**src/rtl/alu_result_capture.sv**
```systemverilog
// Registered output stage for the 128-bit ALU. Accepted results go into a small FIFO,
// and the head is presented over valid/ready. Sticky flags and a retired counter are kept for status.
module alu_result_capture #(
    parameter int WIDTH = 128,
    parameter int DEPTH = 2,
    parameter int CNT_W = 16
) (
    input  logic             clk,
    input  logic             rst,
    input  logic             in_valid,
    output logic             in_ready,
    input  logic [3:0]       in_opcode,
    input  logic [WIDTH-1:0] in_result,
    input  logic [3:0]       in_flags,
    output logic             out_valid,
    input  logic             out_ready,
    output logic [3:0]       out_opcode,
    output logic [WIDTH-1:0] out_result,
    output logic [3:0]       out_flags,
    input  logic             clear_sticky,
    output logic [3:0]       sticky_flags,
    output logic [CNT_W-1:0] retired_cnt
);

    localparam int AW = $clog2(DEPTH);
    localparam logic [AW:0] PTR_ONE = {{AW{1'b0}}, 1'b1};
    localparam logic [AW:0] FULL_XOR = {1'b1, {AW{1'b0}}};
    localparam logic [CNT_W-1:0] CNT_ONE = {{(CNT_W-1){1'b0}}, 1'b1};

    logic [3:0]       r_mem_op  [DEPTH];
    logic [WIDTH-1:0] r_mem_res [DEPTH];
    logic [3:0]       r_mem_fl  [DEPTH];

    logic [AW:0] r_wr_ptr;
    logic [AW:0] r_rd_ptr;

    logic w_full;
    logic w_empty;
    logic w_push;
    logic w_pop;

    // Pointers carry one extra wrap bit so full and empty are distinguishable.
    assign w_full  = (r_wr_ptr ^ r_rd_ptr) == FULL_XOR;
    assign w_empty = r_wr_ptr == r_rd_ptr;
    assign w_push  = in_valid && !w_full;
    assign w_pop   = out_ready && !w_empty;

    assign in_ready   = !w_full;
    assign out_valid  = !w_empty;
    assign out_opcode = w_empty ? '0 : r_mem_op[r_rd_ptr[AW-1:0]];
    assign out_result = w_empty ? '0 : r_mem_res[r_rd_ptr[AW-1:0]];
    assign out_flags  = w_empty ? '0 : r_mem_fl[r_rd_ptr[AW-1:0]];

    always_ff @(posedge clk) begin
        if (w_push) begin
            r_mem_op[r_wr_ptr[AW-1:0]]  <= in_opcode;
            r_mem_res[r_wr_ptr[AW-1:0]] <= in_result;
            r_mem_fl[r_wr_ptr[AW-1:0]]  <= in_flags;
        end
    end

    always_ff @(posedge clk or posedge rst) begin
        if (rst) begin
            r_wr_ptr     <= '0;
            r_rd_ptr     <= '0;
            sticky_flags <= '0;
            retired_cnt  <= '0;
        end else begin
            if (w_push) begin
                r_wr_ptr <= r_wr_ptr + PTR_ONE;
            end
            if (w_pop) begin
                r_rd_ptr    <= r_rd_ptr + PTR_ONE;
                retired_cnt <= retired_cnt + CNT_ONE;
            end
            if (clear_sticky && w_push) begin
                sticky_flags <= in_flags;
            end else if (clear_sticky) begin
                sticky_flags <= '0;
            end else if (w_push) begin
                sticky_flags <= sticky_flags | in_flags;
            end
        end
    end

endmodule

```
**config.mk**
```make
export PLATFORM = sky130hd
export DESIGN_NAME = alu_result_capture
export DESIGN_NICKNAME = d
export VERILOG_FILES = /design/src/rtl/alu_result_capture.sv
export SDC_FILE = /design/constraint.sdc
export NUM_CORES = 1
export LEC_CHECK = 0
export BUFFER_PORTS_ARGS = -buffer_cell sky130_fd_sc_hd__buf_2
export CAP_MARGIN = 10
export CORE_ASPECT_RATIO = 1.5
export CORE_MARGIN = 10
export CORE_UTILIZATION = 54
export CTS_BUF_LIST = sky130_fd_sc_hd__clkbuf_8
export CTS_CLUSTER_DIAMETER = 50
export DETAILED_ROUTE_END_ITERATION = 7
export PLACE_DENSITY = 0.82
export SLEW_MARGIN = 15
export SYNTH_ARGS = -nofsm -noshare
export SYNTH_HDL_FRONTEND = slang
export SYNTH_SLANG_ARGS = --single-unit
```
**constraint.sdc**
```tcl
create_clock -name clk -period 10.76 [get_ports clk]
set_clock_uncertainty 0.05 [all_clocks]
set_input_delay 1.076 -clock clk [delete_from_list [all_inputs] [get_ports clk]]
set_output_delay 1.076 -clock clk [all_outputs]
set_load 0.02 [all_outputs]
```
* Word-level counts from Yosys, hierarchy flattened
Memories as Yosys holds them, arrays and structs flattened. Index checks and enable logic that the tools add are counted.
Word-level totals: bits in writable memories 272, output and inout bits 158, register bits after elaboration 24, word-level logic and storage cells 28, bits of input ports 141, memories kept 3
Memories:
- r_mem_res | depth 2, width 128, rd ports 1, clocked after Yosys merged registers in 0, write ports 1, RTL line 31 | logic [WIDTH-1:0] r_mem_res [DEPTH];
- r_mem_fl | depth 2, width 4, rd ports 1, clocked after Yosys merged registers in 0, write ports 1, RTL line 32 | logic [3:0] r_mem_fl [DEPTH];
- r_mem_op | depth 2, width 4, rd ports 1, clocked after Yosys merged registers in 0, write ports 1, RTL line 30 | logic [3:0] r_mem_op [DEPTH];
Cells by class: add/subtract/negate cells 3, muxes and demuxes 8, equal/unequal tests 2, reductions and logical operators 6, bitwise gates (word level) 2
Operator list (count):
- 128-bit 2-to-1 mux | 1
- 4-bit 2-to-1 mux | 5
- 16-bit by 1-bit adder with 16-bit output, second input constant | 1
- 2-bit by 1-bit adder with 2-bit output, second input constant | 2
- 4-bit bitwise OR | 1
- 1-bit logical AND | 3
- 3-bit nonzero test | 1
- 2-bit == test | 1
- 2-bit == test, second input constant | 1
- 1-bit zero test | 2
- 1-bit 2-to-1 mux | 2
- 2-bit XOR | 1

* Logic depth before layout (Yosys ltp)
word-level depth 7, depth in mapped cells 6, gate-level depth less buffers 5

* Worst setup path before layout
OpenSTA, ideal clock, no wires.
path kind input -> register, from in in_valid, to mem r_mem_fl[0][0] (enable), data required time 10.063 ns, path slack 2.706 ns, path buffers 0, setup time 0.647 ns, stages 2, arrival 7.356 ns, cell sequence a21boi_2 -> nor2b_1
Between the ends: cells in the longest elaborated chain, start to end 3
RTL lines:
- start: declaration | RTL line 10 | input logic in_valid,
- 1-bit logical AND | RTL line 45 | assign w_push = in_valid && !w_full;
- 1-bit 2-to-1 mux | RTL line 55 | if (w_push) begin
- 1-bit 2-to-1 mux (not written as such) | RTL line 58 | r_mem_fl[r_wr_ptr[AW-1:0]] <= in_flags;
- end: declaration | RTL line 32
No other way between the ends.

* Worst setup path after layout
from reg r_rd_ptr[0], to out out_result[76]
Between the ends: cells in the longest elaborated chain, start to end 2, elaborated cells on any way between the ends 3, classes of those cells eq/ne: 1; mux: 1; memory: 1
RTL lines:
- start: declaration | RTL line 35 | logic [AW:0] r_rd_ptr;
- start signal: assignment | RTL line 73 | r_rd_ptr <= r_rd_ptr + PTR_ONE;
- memory read 2 x 128 bit or 2-bit == test (tied branches)
- 128-bit 2-to-1 mux * | RTL line 51 | assign out_result = w_empty ? '0 : r_mem_res[r_rd_ptr[AW-1:0]];
- end: declaration | RTL line 18 | output logic [WIDTH-1:0] out_result,
Mark *: on every way between the ends. The rest lies on a longest branch, timed or not.

==> flow_metrics.py <==
metrics = {
    "worst_hold_path": {
        "hp-class": "reg -> reg",
        "hold_path_end": "retired_cnt[15]",
        "holdPathStages": 1,
        "hp-start": "retired_cnt[15]",
    },
    "drt": {
        "num_vias": 6636,
        "detail_route.vias_per_cell": 5.16,
        "route.detailed.drc": 0,
        "wl_mm": 25.9,
        "ant_nets": 0,
        "drtIter0Drc": 339,
        "wl_per_cell_um": 20.1,
        "dr.pass1.iters": 5,
    },
    "run": {
        "maxCapViolations": 0,
    },
    "critical_path": {
        "path_delay_family": "buffers and inverters",
        "timing.critical_path.mode_cell": "buf_4",
        "cp_num_buf_inv": 3,
        "regToRegStartpoint": "r_rd_ptr[0]",
        "cp.required_ns": 9.63,
        "crit_chain": "buf_4 > buf_4 > mux2i_1 > nor2_1 > buf_2",
        "endpoint_kind": "output port",
        "slowest_stage": "buf_4",
        "critPathArrivalTime_ns": 3.70,
        "worstReg2RegEnd": "r_mem_res[0][98]",
        "worst-setup-path-type": "reg -> out",
        "cp_max_fo": 55,
        "crit_path_max_incr_delay_ns": 0.86,
        "r2r_cells": 5,
        "r2r_slack_ns": 6.75,
        "crit_path_start_kind": "flop",
    },
    "logic_synthesis": {
        "synthTopCellsByCount": "edfxtp_1 (272), mux2i_1 (136), nor2_1 (136)",
        "netlist_instances": 667,
        "synth_edf_count": 272,
        "synth_top_area_share_pct": 72.3,
        "syn_avg_cell_area_um2": 16.9,
        "syn_nets": 809,
        "synth-main-ff-cell": "edfxtp_1",
        "netlist_top_cells_area": "edfxtp_1 (72%), mux2i_1 (12%), dfrtp_1 (5.3%)",
        "netlist_area_um2": 11300,
        "seq_area_frac_synth_pct": 77.6,
        "yosysMostFrequentCell": "edfxtp_1",
        "synthArstFlopShare_pct": 8.11,
        "ys_types": 25,
        "yosysWarnings": 0,
        "ys_seq_elements": 296,
        "synth_top_area_cell": "edfxtp_1",
    },
    "sta": {
        "setup_viol": 0,
        "hold_viol": 0,
        "timing.final.crit_share_pct": 44.9,
        "finalWorstSetupSlack_ns": 5.93,
        "timing_max_transition_violations_final": 0,
        "worst_slew_pin_slew_ns": 1.05,
        "tns_ns": 0,
        "rsz0062_at_grt": "false",
        "clock.fmax_mhz": 207,
        "relSlewSlack_pct": 29.7,
        "min_period_ns": 4.83,
    },
    "final_layout": {
        "final_cells": 1287,
        "areaGrowthSynthToFinish_pct": 22.8,
        "layout.nets": 1127,
        "drive_gt1_share_pct": 36.6,
    },
    "pwr": {
        "p_clk_share_pct": 17.4,
        "comb_power_share_pct": 46.1,
        "internal_power_w": 0.00282,
        "p_seq_share_pct": 36.5,
        "power.density_nw_per_um2": 356,
        "ir_drop_mv": 0.245,
        "net-switching-power_w": 0.00212,
        "switching_share_pct": 43.0,
        "leakagePower_nw": 5.88,
    },
    "clocking": {
        "cts_resized": 0,
        "h-tree-depth": 2,
        "cts_buffers": 43,
        "clk_latency_ns": 0.53,
        "cts.sinks": 296,
        "cts_setup_buffers": 0,
        "cts-root-buf": "clkbuf_8",
        "cts_hold_buf": 0,
        "clk_pin_slew_ns": 0.07,
        "clockBufferDepth": 3,
        "cts_tree": "yes",
    },
    "die": {
        "io_pins": 299,
        "die-area_um2": 27200,
        "initial_core_util_pct": 55.1,
        "num_rows": 64,
        "core_um2": 20500,
        "chipWidth_um": 138,
        "chipHeight_um": 197,
    },
    "grt": {
        "grt_usage_pct": 18.1,
        "grt_max_degree": 77,
        "grt_pass1_vias": 7112,
        "grt_antenna_before_repair": 10,
        "grt_pass1_wl_mm": 39.2,
        "overflow": 0,
    },
    "outcome": {
        "status": "finished, final reports clean",
    },
    "place": {
        "port-buffer-count": 298,
        "hpwl_mm": 17.8,
        "placed_cells": 1204,
        "place_ws_ns": 6.45,
        "gp_congestion": 0.760,
    },
}
[through the flow]
stage,total power (W),hold slack (ns),cell area (µm²),utilization [%]
after floorplan,0.00339,0.476,11300,-
after global placement,0.00411,0.408,13000,63.5
after detailed placement,0.00414,0.412,13000,63.5
after CTS,0.00501,0.428,13900,67.6
after global routing,0.00522,0.467,13900,67.6
final,0.00494,0.423,13900,67.6
[sequential cells by signal (all words and copies together), names as in the netlist]
signal,cells
r_wr_ptr,2
r_mem_fl,8
retired_cnt,16
r_mem_res,256
r_mem_op,8
r_rd_ptr,2
sticky_flags,4
[worst max path at each step]
| stage | startpoint | to | depth (start not counted) |
|---|---|---|---|
| after floorplan | in_valid | r_mem_fl[0][0] | 2 |
| after global placement | r_rd_ptr[0] | out_result[118] | 5 |
| after detailed placement | r_rd_ptr[0] | out_result[118] | 5 |
| after CTS | r_rd_ptr[0] | out_result[118] | 5 |
| after global routing | r_rd_ptr[0] | out_result[76] | 5 |
| final | r_rd_ptr[0] | out_result[76] | 5 |
[metal layers]
| metal | global-route usage, % | wire length (µm) |
|---|---|---|
| met5 | 0 | 69 |
| met4 | 7.20 | 694 |
| met3 | 6.23 | 2010 |
| met2 | 32.6 | 14000 |
| met1 | 18.9 | 9190 |
[kinds of logic after synthesis]
logic type / after synthesis / synth area share [%]
AO/OA/AOI/OAI: 8 / 0.665
XOR/XNOR: 22 / 1.94
adder cells (fa/ha/maj): 1 / 0.111
buffers and inverters: 37 / 1.57
flip-flops: 296 / 77.6
multiplexers: 137 / 12.2
AND/OR/NAND/NOR: 166 / 5.92
[worst register-to-register path, delay by kind of cell, from the launching register on]
family	cells	cell delay, ns
flip-flops	1	0.83
XOR/XNOR	1	0.22
buffers and inverters	2	1.56
AND/OR/NAND/NOR	1	0.58
AO/OA/AOI/OAI	1	0.37
[area by class of cell]
type | count | area (µm²)
Tap cell | 264 | 330
Antenna cell | 5 | 12.5
Multi-Input combinational cell | 334 | 2360
Clock inverter | 34 | 228
Inverter | 6 | 22.5
Sequential cell | 296 | 8770
Clock buffer | 44 | 606
Timing Repair Buffer | 304 | 1540
Fill cell | 1467 | 6630
[power by group through the flow]
stage / combinational, W / sequential, W / clock [W]
floorplan: 0.00154 / 0.00185 / 0
global placement: 0.00230 / 0.00181 / 0
detailed placement: 0.00232 / 0.00183 / 0
CTS: 0.00233 / 0.00181 / 0.000878
global route: 0.00245 / 0.00183 / 0.000929
finish: 0.00228 / 0.00180 / 0.000858
[layout by cell type, fill, tap and decap left out, types with 2 or more instances in the layout]
cell,netlist,routed
a21boi_2,2,2
and2_4,0,2
and3_1,3,3
and4_1,2,2
buf_2,25,298
buf_4,2,6
bufinv_16,0,3
clkbuf_8,0,44
clkinv_1,0,7
clkinv_2,0,8
clkinvlp_4,0,3
dfrtp_1,24,23
diode_2,0,5
edfxtp_1,272,272
inv_1,6,19
mux2i_1,136,136
nand2_1,12,12
nand3_1,4,4
nand4_1,5,5
nor2_1,136,136
o21ai_0,4,4
xnor2_1,13,13
xor2_1,7,7
(Power assumes the default switching activity.)
